[src/rtl/ls166_deser.sv]
// Serial-to-parallel receiver for ls166-style MSB-first streams. The transmitter's load
// strobe re-frames each byte; completed bytes wait in a show-ahead FIFO with sticky error flags.
module ls166_deser #(
    parameter int DEPTH = 4
) (
    input  logic                     clk,
    input  logic                     n_clr,
    input  logic                     sin,
    input  logic                     n_load,
    input  logic                     inh,
    input  logic                     rd,
    input  logic                     clr_err,
    output logic [7:0]               dout,
    output logic                     valid,
    output logic [$clog2(DEPTH):0]   count,
    output logic                     ovf,
    output logic                     ferr
);

    localparam int AW = $clog2(DEPTH);
    localparam int CW = AW + 1;

    logic [6:0]    sr_q, sr_d;
    logic [2:0]    bc_q, bc_d;
    logic          armed_q, armed_d;
    logic [AW-1:0] wp_q, wp_d;
    logic [AW-1:0] rp_q, rp_d;
    logic [CW-1:0] cnt_q, cnt_d;
    logic          ovf_q, ovf_d;
    logic          ferr_q, ferr_d;
    logic [7:0]    mem_q [DEPTH];

    logic       sync;
    logic       sample;
    logic       push;
    logic       pop;
    logic       full;
    logic       accept;
    logic       drop;
    logic       frame_err;
    logic [7:0] push_byte;

    // Sync takes priority over inhibit; sin on a sync edge still holds the previous word.
    always_comb begin
        sync      = ~n_load;
        sample    = n_load & ~inh & armed_q;
        push      = sample & (bc_q == 3'd7);
        push_byte = {sr_q, sin};
        pop       = rd & (cnt_q != '0);
        full      = (cnt_q == CW'(DEPTH));
        accept    = push & (~full | pop);
        drop      = push & full & ~pop;
        frame_err = sync & armed_q & (bc_q != 3'd0);
    end

    always_comb begin
        sr_d    = sr_q;
        bc_d    = bc_q;
        armed_d = armed_q | sync;
        wp_d    = wp_q;
        rp_d    = rp_q;
        cnt_d   = cnt_q;
        if (sync) begin
            bc_d = 3'd0;
        end else if (sample) begin
            sr_d = {sr_q[5:0], sin};
            bc_d = bc_q + 3'd1;
        end
        if (accept) wp_d = wp_q + 1'b1;
        if (pop)    rp_d = rp_q + 1'b1;
        if (accept && !pop)      cnt_d = cnt_q + CW'(1);
        else if (!accept && pop) cnt_d = cnt_q - CW'(1);
        // A new error on the clearing edge must survive the clear.
        ovf_d  = drop      | (ovf_q  & ~clr_err);
        ferr_d = frame_err | (ferr_q & ~clr_err);
    end

    always_ff @(posedge clk or negedge n_clr) begin
        if (!n_clr) begin
            sr_q    <= '0;
            bc_q    <= '0;
            armed_q <= 1'b0;
            wp_q    <= '0;
            rp_q    <= '0;
            cnt_q   <= '0;
            ovf_q   <= 1'b0;
            ferr_q  <= 1'b0;
        end else begin
            sr_q    <= sr_d;
            bc_q    <= bc_d;
            armed_q <= armed_d;
            wp_q    <= wp_d;
            rp_q    <= rp_d;
            cnt_q   <= cnt_d;
            ovf_q   <= ovf_d;
            ferr_q  <= ferr_d;
        end
    end

    always_ff @(posedge clk or negedge n_clr) begin
        if (!n_clr) begin
            for (int i = 0; i < DEPTH; i++) mem_q[i] <= '0;
        end else if (accept) begin
            mem_q[wp_q] <= push_byte;
        end
    end

    always_comb begin
        valid = (cnt_q != '0);
        dout  = valid ? mem_q[rp_q] : 8'h00;
        count = cnt_q;
        ovf   = ovf_q;
        ferr  = ferr_q;
    end

endmodule

[config.mk]
export PLATFORM = sky130hd
export DESIGN_NAME = ls166_deser
export DESIGN_NICKNAME = d
export VERILOG_FILES = /design/src/rtl/ls166_deser.sv
export SDC_FILE = /design/constraint.sdc
export NUM_CORES = 1
export LEC_CHECK = 0
export ABC_AREA = 1
export ABC_CLOCK_PERIOD_IN_PS = 2300
export CORE_MARGIN = 1
export CORE_UTILIZATION = 52
export CTS_CLUSTER_DIAMETER = 50
export DETAILED_ROUTE_END_ITERATION = 10
export PLACE_DENSITY = 0.75
export SLEW_MARGIN = 20
export SYNTH_ARGS = -nofsm -noshare
export SYNTH_HDL_FRONTEND = slang
export SYNTH_SLANG_ARGS = --single-unit
[constraint.sdc]
create_clock -name clk -period 2.3 [get_ports clk]
set_clock_uncertainty 0.15 [all_clocks]
set_input_delay 0.23 -clock clk [delete_from_list [all_inputs] [get_ports clk]]
set_output_delay 0.23 -clock clk [all_outputs]
set_load 0.005 [all_outputs]
==> flow_metrics.py <==
metrics = {
    "status": {
        "status": "complete, no violations",
    },
    "setup_path": {
        "cp.arrival_ns": 1.86,
        "cp-start-kind": "register",
        "cp_max_fo": 8,
        "worstPathRequired_ns": 1.92,
        "crit_type": "reg -> out",
        "cp-end-kind": "output pin",
    },
    "placed_design": {
        "placed_area_um2": 2860,
        "place_congestion": 0.838,
        "dp.final_hpwl_um": 3840,
        "portBuffers": 20,
    },
    "finish": {
        "final_common_cell": "nand2_1",
        "mostFrequentLayoutCells": "98 x nand2_1, 51 x dfrtp_1, 34 x nor2_1, 32 x nand4_1, 23 x o21ai_0",
        "fin_area_um2": 3080,
        "nets": 355,
        "drive_above_1_share_pct": 10.6,
        "regArea_um2": 1300,
        "fillers": 436,
        "antenna_cells": 0,
        "area_growth_pct": 16.6,
        "multiInputGateArea_um2": 1120,
    },
    "drt": {
        "routedWlPerCell_um": 14.7,
        "drc": 0,
        "via_per_inst": 5.24,
        "drtIter0Drc": 227,
        "vias": 2134,
        "routed_wl_um": 5970,
        "ant_nets": 0,
        "drt-pass1-iter-count": 4,
    },
    "floorplanning": {
        "die_area_um2": 5360,
        "initial_utilization_pct": 54.8,
        "core_um2": 4820,
        "ioPinCount": 21,
        "die_h_um": 73.2,
        "rows": 25,
        "fp.dieW_um": 73.2,
    },
    "global_route": {
        "grt_pass1_vias": 2003,
        "grt_pass1_wl_um": 9760,
        "grt_max_degree": 39,
        "overflow": 0,
        "grtUsageTotal_pct": 24.5,
        "grt_antenna_before_repair": 0,
    },
    "sta": {
        "fin_crit_ns": 2.24,
        "max_slew_margin_pct": 60.6,
        "finalHoldViolations": 0,
        "setup_viol": 0,
        "max_freq_mhz": 447,
        "finalHoldWorstSlack_ns": 0.303,
        "timing.final.crit_share_pct": 97.3,
        "tightest_slew_ns": 0.590,
        "setup_tns_ns": 0,
        "maxSlewViolCount": 0,
    },
    "pwr": {
        "p_per_area_nw_per_um2": 912,
        "peakVddDrop_v": 0.000679,
        "p_leak_nw": 1.63,
    },
    "synthesis": {
        "syn_area_per_cell_um2": 8.54,
        "ys_seq_elements": 52,
        "synthDistinctLibCells": 20,
        "synth_fp_nets": 325,
        "synthCells": 309,
        "yosys_warnings": 0,
        "syn-cell-area_um2": 2640,
        "synth-seq-area-share_pct": 49.3,
    },
    "worst_hold_path": {
        "hp-class": "in -> async",
    },
    "clock_tree": {
        "cts_tree": "done",
        "cts.sinks": 52,
        "htreeDepth": 2,
        "clockBufferDepth": 2,
        "clkTransAtPathRegs_ns": 0.09,
        "clock_latency_ns": 0.30,
        "cts_buffers": 5,
        "clock_tree.root_cell": "clkbuf_8",
    },
    "job": {
        "cap_violations": 0,
    },
}
-- sequential cells by signal, indices dropped and copies added (netlist names) --
name	cells
sr_q	7
ovf	1
bc_q	3
count	3
ferr	1
rp_q	2
wp_q	2
mem_q	32
armed_q	1
-- report_power, final --
part | leakage, nW | switching (mW) | internal (mW)
registers | 0.699 | 0.104 | 0.995
logic | 0.884 | 0.587 | 0.575
clock network | 0.0455 | 0.298 | 0.246
total | 1.63 | 0.990 | 1.82
-- Yosys cell counts (all sizes together) --
cell type,count,area share (%)
o21ai,23,4.4
xnor2,1,0.33
ha,8,3.8
fa,1,0.76
dfrtp,52,49
nor2,36,5.4
inv,18,2.6
buf,16,5.4
a22o,1,0.33
xor2,3,1.0
nand3,9,3.1
a21oi,8,1.5
clkinv,2,0.28
nand2,99,14
nand4,32,7.6
-- cell families (layout without fill, tap and decap cells) --
kind of cell,count (synthesis),in the layout,synth area share [%]
AO/OA/AOI/OAI,32,32,6.21
flip-flops,52,52,49.3
adder cells (fa/ha/maj),9,9,4.55
AND/OR/NAND/NOR,176,176,30.3
buffers and inverters,36,67,8.25
XOR/XNOR,4,4,1.33
-- through the flow --
stage	util, %	power (mW)	instances	worst slack, ns
6_report	63.8	2.81	407	0.0630
5_1_grt	63.8	2.99	407	-0.00491
4_1_cts	61.6	2.66	399	0.0174
3_5_place_dp	59.4	2.10	390	0.00828
3_3_place_gp	59.4	2.10	390	0.0572
2_1_floorplan	-	1.64	309	0.119
-- layer usage --
layer	up-vias	track usage, %	wire (um)
li1	1073	-	-
met1	993	34.5	2700
met2	64	38.8	2850
met3	4	4.97	378
met4	0	6.32	44
met5	-	0	0
-- worst paths after layout --
kind                                      start                     to  slack [ns]  cells past startpoint
setup / recovery            rp_q[0]$_DFFE_PN0P_                dout[3]        0.06                      5
hold / removal                            n_clr   mem_q[4]$_DFFE_PN0P_        0.30                      2
setup reg to reg            bc_q[0]$_DFFE_PN0P_   count[1]$_DFFE_PN0P_        0.18                     11
min in group clk           mem_q[4]$_DFFE_PN0P_   mem_q[4]$_DFFE_PN0P_        0.33                      2
max in group asynchronous                 n_clr  mem_q[10]$_DFFE_PN0P_        1.13                      3
hold reg to reg            mem_q[4]$_DFFE_PN0P_   mem_q[4]$_DFFE_PN0P_        0.33                      2
-- area by class of cell --
cell class	count	area share, %
sequential	52	42.4
multi-input combinational	221	36.5
timing repair buffer	38	12.5
clock buffer	8	2.93
tap	67	2.73
inverter	20	2.69
timing repair inverter	1	0.244
-- critical path: stages (launching register included) --
cell	delay (ns)
dfrtp_2	0.47
buf_12	0.14
clkinvlp_4	0.14
o21ai_0	0.12
a21oi_1	0.16
clkdlybuf4s50_1	0.52
-- what timing repair did --
item,in CTS,in global routing
cloned,0,1
setup endpoints to repair,7,9
endpoints found under the hold margin,24,0
pin swaps,0,3
buffers inserted,0,7
hold buffers,1,0
gates resized for setup,3,13
No activity file was read; power rests on OpenSTA's default activity.
